`config.mk`:
```
export PLATFORM = sky130hd
export DESIGN_NAME = sipo_deserializer
export DESIGN_NICKNAME = d
export VERILOG_FILES = /design/src/rtl/sipo_deserializer.sv
export SDC_FILE = /design/constraint.sdc
export NUM_CORES = 1
export LEC_CHECK = 0
export CAP_MARGIN = 20
export CORE_MARGIN = 2
export CORE_UTILIZATION = 35
export CTS_BUF_LIST = sky130_fd_sc_hd__clkbuf_4
export DETAILED_ROUTE_END_ITERATION = 6
export GPL_TIMING_DRIVEN = 0
export MAX_ROUTING_LAYER = met4
export PLACE_DENSITY_LB_ADDON = 0.25
export SLEW_MARGIN = 20
export SYNTH_ARGS = -nofsm -noshare
export SYNTH_HDL_FRONTEND = slang
export SYNTH_SLANG_ARGS = --single-unit
```
`constraint.sdc`:
```
create_clock -name clk -period 2.4 [get_ports clk]
set_clock_uncertainty 0.15 [all_clocks]
set_input_delay 0.6 -clock clk [delete_from_list [all_inputs] [get_ports clk]]
set_output_delay 0.6 -clock clk [all_outputs]
set_load 0.05 [all_outputs]
```
`src/rtl/sipo_deserializer.sv`:
```
// sipo_deserializer
//   Serial-to-parallel deserializer with a one-entry output holding register.
//   Qualified serial bits shift into a WIDTH-bit register. Every WIDTH bits
//   complete a word, which is offered to the consumer on a valid/ready pair.
//   If the holding register is still occupied when the next word completes,
//   that new word is dropped and the sticky overflow flag is set.
//
// Parameters
//   WIDTH      word width in bits (>= 2)
//   MSB_FIRST  1: first received bit ends up in word_data[WIDTH-1]
//              0: first received bit ends up in word_data[0]
//
// Ports
//   clk, rst      clock; asynchronous active-high reset
//   serial_in     serial data bit, sampled when bit_valid = 1
//   bit_valid     qualifies serial_in
//   frame_start   discards the partial word (realignment)
//   word_ready    consumer accepts word_data while word_valid = 1
//   clear_ovf     clears the sticky overflow flag
//   parallel_out  live shift-register contents
//   bit_count     bits collected in the current partial word
//   word_data     completed word
//   word_valid    word_data holds an unconsumed word
//   overflow      sticky: a completed word was dropped
module sipo_deserializer #(
    parameter int WIDTH     = 8,
    parameter bit MSB_FIRST = 1'b1
) (
    input  logic                     clk,
    input  logic                     rst,
    input  logic                     serial_in,
    input  logic                     bit_valid,
    input  logic                     frame_start,
    input  logic                     word_ready,
    input  logic                     clear_ovf,
    output logic [WIDTH-1:0]         parallel_out,
    output logic [$clog2(WIDTH)-1:0] bit_count,
    output logic [WIDTH-1:0]         word_data,
    output logic                     word_valid,
    output logic                     overflow
);

    localparam int CW = $clog2(WIDTH);
    localparam logic [CW-1:0] LAST = CW'(WIDTH - 1);

    logic [WIDTH-1:0] sreg;
    logic [WIDTH-1:0] base;
    logic [WIDTH-1:0] shifted;
    logic [CW-1:0]    cnt_base;
    logic             complete;
    logic             slot_free;

    // frame_start clears the register before the shift, so a bit arriving in
    // the same cycle becomes the first bit of the new word.
    assign base     = frame_start ? '0 : sreg;
    assign cnt_base = frame_start ? '0 : bit_count;

    generate
        if (MSB_FIRST) begin : g_msb
            assign shifted = {base[WIDTH-2:0], serial_in};
        end else begin : g_lsb
            assign shifted = {serial_in, base[WIDTH-1:1]};
        end
    endgenerate

    // With WIDTH >= 2 a realigned count is 0 and can never equal LAST, so
    // frame_start never completes a word.
    assign complete  = bit_valid && (cnt_base == LAST);
    // The holding register can take a new word if it is empty or being
    // drained on this very edge.
    assign slot_free = !word_valid || word_ready;

    always_ff @(posedge clk or posedge rst) begin
        if (rst) begin
            sreg      <= '0;
            bit_count <= '0;
        end else if (bit_valid) begin
            sreg      <= shifted;
            bit_count <= complete ? '0 : cnt_base + CW'(1);
        end else if (frame_start) begin
            sreg      <= '0;
            bit_count <= '0;
        end
    end

    always_ff @(posedge clk or posedge rst) begin
        if (rst) begin
            word_data  <= '0;
            word_valid <= 1'b0;
        end else if (complete && slot_free) begin
            word_data  <= shifted;
            word_valid <= 1'b1;
        end else if (word_valid && word_ready) begin
            word_valid <= 1'b0;
        end
    end

    // Set wins over clear when both happen in the same cycle.
    always_ff @(posedge clk or posedge rst) begin
        if (rst) begin
            overflow <= 1'b0;
        end else if (complete && !slot_free) begin
            overflow <= 1'b1;
        end else if (clear_ovf) begin
            overflow <= 1'b0;
        end
    end

    assign parallel_out = sreg;

endmodule

```
==> After elaboration in Yosys (flattened, before gate mapping) <==
Index checks and enable logic that the tools add are counted.
{ "totals": {"out_inout_bits": 21, "input_bits": 7, "register_bits": 21, "word_cells": 27} }
{ "op_classes": {"n_eq_ne": 1, "n_addsub": 1, "reduce_logical": 10, "muxes": 9} }
{ "op_table": {"columns": ["operator", "n"], "rows": [
  ["8-bit 2-to-1 mux", 2],
  ["3-bit 2-to-1 mux", 3],
  ["2-bit nonzero test", 3],
  ["1-bit logical AND", 4],
  ["1-bit 2-to-1 mux", 4],
  ["3-bit by 1-bit adder with 3-bit output (second input constant)", 1],
  ["3-bit equality test (second input constant)", 1],
  ["1-bit logical NOT", 2],
  ["1-bit logical OR", 1]
]} }

==> Depth between registers and ports, before layout <==
{ "logic_depth": {"depth_word": 5, "ltp_mapped": 7} }

==> Least setup slack after synthesis <==
OpenSTA, ideal clock, no wires.
{ "synth_path": {"kind": "register -> register", "startpoint": "register bit_count[0]", "endpoint": "register word_data[0]", "stages_incl_launch_ff": 8, "slack_ps": 337, "arrival_ps": 1788, "t_required_ps": 2125, "period_less_slack_ps": 2063, "setup_time_ps": 125, "n_path_buf": 1, "path_cell_list": "dfrtp_1 -> nor2b_1 -> ha_1 -> ha_1 -> nand2_2 -> nor2b_4 -> buf_6 -> mux2_4"} }
{ "synth_between": {"elab_chain_len": 4} }
{ "synth_lines": {"columns": ["element", "line_no", "text"], "rows": [
  ["from (decl)", "37", "output logic [$clog2(WIDTH)-1:0] bit_count,"],
  ["from (signal assigned)", "79", "bit_count <= complete ? '0 : cnt_base + CW'(1);"],
  ["3-bit 2-to-1 mux", null, null],
  ["3-bit equality test", "68", "assign complete = bit_valid && (cnt_base == LAST);"],
  ["1-bit logical AND", "68", null],
  ["1-bit logical AND", "90", "end else if (complete && slot_free) begin"],
  ["to (signal assigned)", "91", "word_data <= shifted;"],
  ["to (decl)", "38", "output logic [WIDTH-1:0] word_data,"]
]} }
No other way between the ends.
A chain may end at the register's enable or synchronous reset.

==> Worst setup path in the final report <==
{ "layout_path": {"startpoint": "register sreg[3], in the netlist parallel_out[3]", "endpoint": "output parallel_out[3]"} }
{ "layout_lines": {"columns": ["element", "line_no", "text"], "rows": [
  ["from (decl)", "46", "logic [WIDTH-1:0] sreg;"],
  ["from (signal assigned)", "78", "sreg <= shifted;"],
  ["to (decl)", "36", "output logic [WIDTH-1:0] parallel_out,"]
]} }
No word-level cell between the ends.

==> impl_metrics.ini <==
[outcome]
outcome = finished, final reports clean

[cts]
ctsHoldBuffers = 0
cts_sinks = 21
cts-root-buf = clkbuf_4
ctsHtreeMaxLevel = 1
cts_buffer_depth = 2
cts.clk_slew.worst_paths_ns = 0.11
cts_buffers = 3
cts_tree = yes
cts_resized = 2
clock_latency_ns = 0.30
post-cts-setup-buffers = 0

[critical_path]
slowest_stage = clkdlybuf4s50_1
cpLargestDelayFamily = buffers and inverters
r2r_slack_ns = 0.58
cp-start-kind = register
r2r-end = word_data[6]$_DFFE_PP0P_
crit_fanout = 4
critPathCaptureType = output port
path_depth = 1
crit_type = register to output port
cp_num_buf_inv = 1
arrival_ns = 1.55
crit_required_ns = 1.65
rr_worst_depth = 7
r2r-start = bit_count[1]$_DFF_PP0_
crit_start = parallel_out[3]$_DFF_PP0_
path_cells = clkdlybuf4s50_1
max_stage_delay_ns = 0.85

[yosys]
avgSynthCellArea_um2 = 13.1
synth-seq-area-share_pct = 55.0
yosysMostFrequentCell = dfrtp_1
async_reset_ff_share_pct = 100
synth_ff_type = dfrtp_1
synth_cell_type_count = 19
synth_edf_count = 0
yosys-top-cells-count = dfrtp_1 (21), mux2i_1 (8), nor2_1 (8), mux2_4 (7), nor2b_1 (7)
yosys_warnings = 0
netlist.area_leader.share_pct = 55.0
synth_cells = 73
ys_ff_latch = 21
syn_area_um2 = 955
synthTopCellsByArea = dfrtp_1 (55%), mux2_4 (11%), mux2i_1 (8.4%)
yosysTopAreaCell = dfrtp_1
syn_nets = 82

[global_routing]
grt_overflow = 0
first_global_vias = 636
grt_pass1_wl_um = 2940
track_usage_pct = 12.1
grt_max_degree = 22
antenna_found_initial = 0

[routing]
firstDrtPassIters = 4
vias_per_cell = 4.61
drt_wl_total_um = 1690
drcViolationCount = 0
drt_iter0_markers = 9
ant_nets = 0
vias = 618
drt-wirelength-per-cell_um = 12.6

[power]
peakVddDrop_mv = 0.330
p_per_area_mw_per_mm2 = 481
p_total_w = 0.000621
p_leak_nw = 0.628

[worst_hold_path]
hold_class = register to register
holdPathEnd = word_data[6]$_DFFE_PP0P_
holdPathStages = 1
hp-start = word_data[6]$_DFFE_PP0P_

[final_layout]
n_fill_cell = 231
drive_gt1_share_pct = 18.3
n_antenna_cell = 0
final_nets = 114
syn_to_final_growth_pct = 35.3
multiInputGateArea_um2 = 389
stdcell_area_mm2 = 0.00129
seqCellArea_um2 = 526

[placed_design]
place_area_mm2 = 0.00126
portBuffers = 27
place_hpwl_um = 1240
gp_congestion = 0.721

[floorplan]
chipWidth_um = 56.2
die_h_um = 56.2
core_area_mm2 = 0.00252
die-area_mm2 = 0.00316
num_rows = 18
ios = 28
start_util_pct = 37.8

[timing]
final.min_clock_period_ns = 2.30
finalCritPeriodShare_pct = 95.9
relSlewSlack_pct = 48.1
setup_violations = 0
setup_tns_ns = 0
drv_slew = 0
max_clock_freq_mhz = 434
rsz0062_at_grt = no
hold_viol_final = 0
worstMarginPinSlew_ns = 0.777

[job]
max-cap-violations = 0
## area by class of cell
type	instances	share of cell area [%]
buffer	3	2.13
clock buffer	3	1.74
clock inverter	1	0.388
inverter	4	1.16
multi-input combinational	45	30.1
sequential	21	40.7
tap	30	2.91
timing repair buffer	27	20.8
## placed cells by master (no fill, tap or decap)
master           netlist  final
dfrtp_1               21     21
nor2b_1                7      6
nand2_2                1      1
o22ai_1                1      1
nor2_1                 8      8
a22o_1                 2      2
clkinv_2               0      1
clkbuf_4               0      3
dlygate4sd2_1          0      1
buf_2                  1      1
nand2b_4               1      1
and2b_1                2      2
o21ai_0                1      1
nand2b_1               1      1
mux2_2                 1      1
mux2_4                 7      7
mux2i_1                8      8
nor2b_4                1      1
clkdlybuf4s50_1        0     26
buf_6                  2      2
nor2b_2                0      1
inv_1                  4      4
ha_1                   2      2
nand2_1                2      2
## state kept, by name, summed over array words and instances (netlist names)
name / count
word_data: 8
parallel_out: 8
word_valid: 1
overflow: 1
bit_count: 3
## report_power, final
| group | switching (W) | internal (W) | total [W] | leakage, nW |
|---|---|---|---|---|
| clock | 0.000109 | 0.0000621 | 0.000171 | 0.0177 |
| combinational | 0.0000510 | 0.0000338 | 0.0000848 | 0.327 |
| sequential | 0.00000441 | 0.000361 | 0.000365 | 0.283 |
| total | 0.000165 | 0.000456 | 0.000621 | 0.628 |
## worst max path at each step
stage	end	slack, ns
after floorplan	word_data[0]$_DFFE_PP0P_	0.34
after global placement	word_data[6]$_DFFE_PP0P_	-0.28
after detailed placement	word_data[6]$_DFFE_PP0P_	-0.34
after CTS	parallel_out[3]	0.08
after global routing	parallel_out[2]	0.04
final	parallel_out[3]	0.1
## stage by stage
stage	hold WS, ns	std cells	utilization, %	worst slack (ns)
floorplan	0.427	73	-	0.337
global placement	0.348	130	50.0	-0.285
detailed placement	0.350	130	50.0	-0.338
CTS	0.382	134	51.2	0.0826
global route	0.400	134	51.2	0.0441
finish	0.373	134	51.2	0.0979
## logic make-up (layout without fill, tap and decap cells)
| group | after synthesis | count (layout) | share of synthesized area (%) |
|---|---|---|---|
| and+or+nand+nor | 23 | 23 | 14.3 |
| DFF | 21 | 21 | 55.0 |
| muxes | 16 | 16 | 20.6 |
| buffers and inverters | 7 | 38 | 4.45 |
| AOI/OAI and AO/OA | 4 | 4 | 3.01 |
| adders and majority gates | 2 | 2 | 2.62 |
## metal layers
layer / vias up / wire [um] / GRT usage (%)
met5: - / 0 / -
met4: 0 / 40 / 6.80
met3: 4 / 59 / 2.09
met2: 12 / 788 / 16.8
met1: 298 / 804 / 16.7
li1: 304 / - / -
No activity file was read; power rests on OpenSTA's default activity.
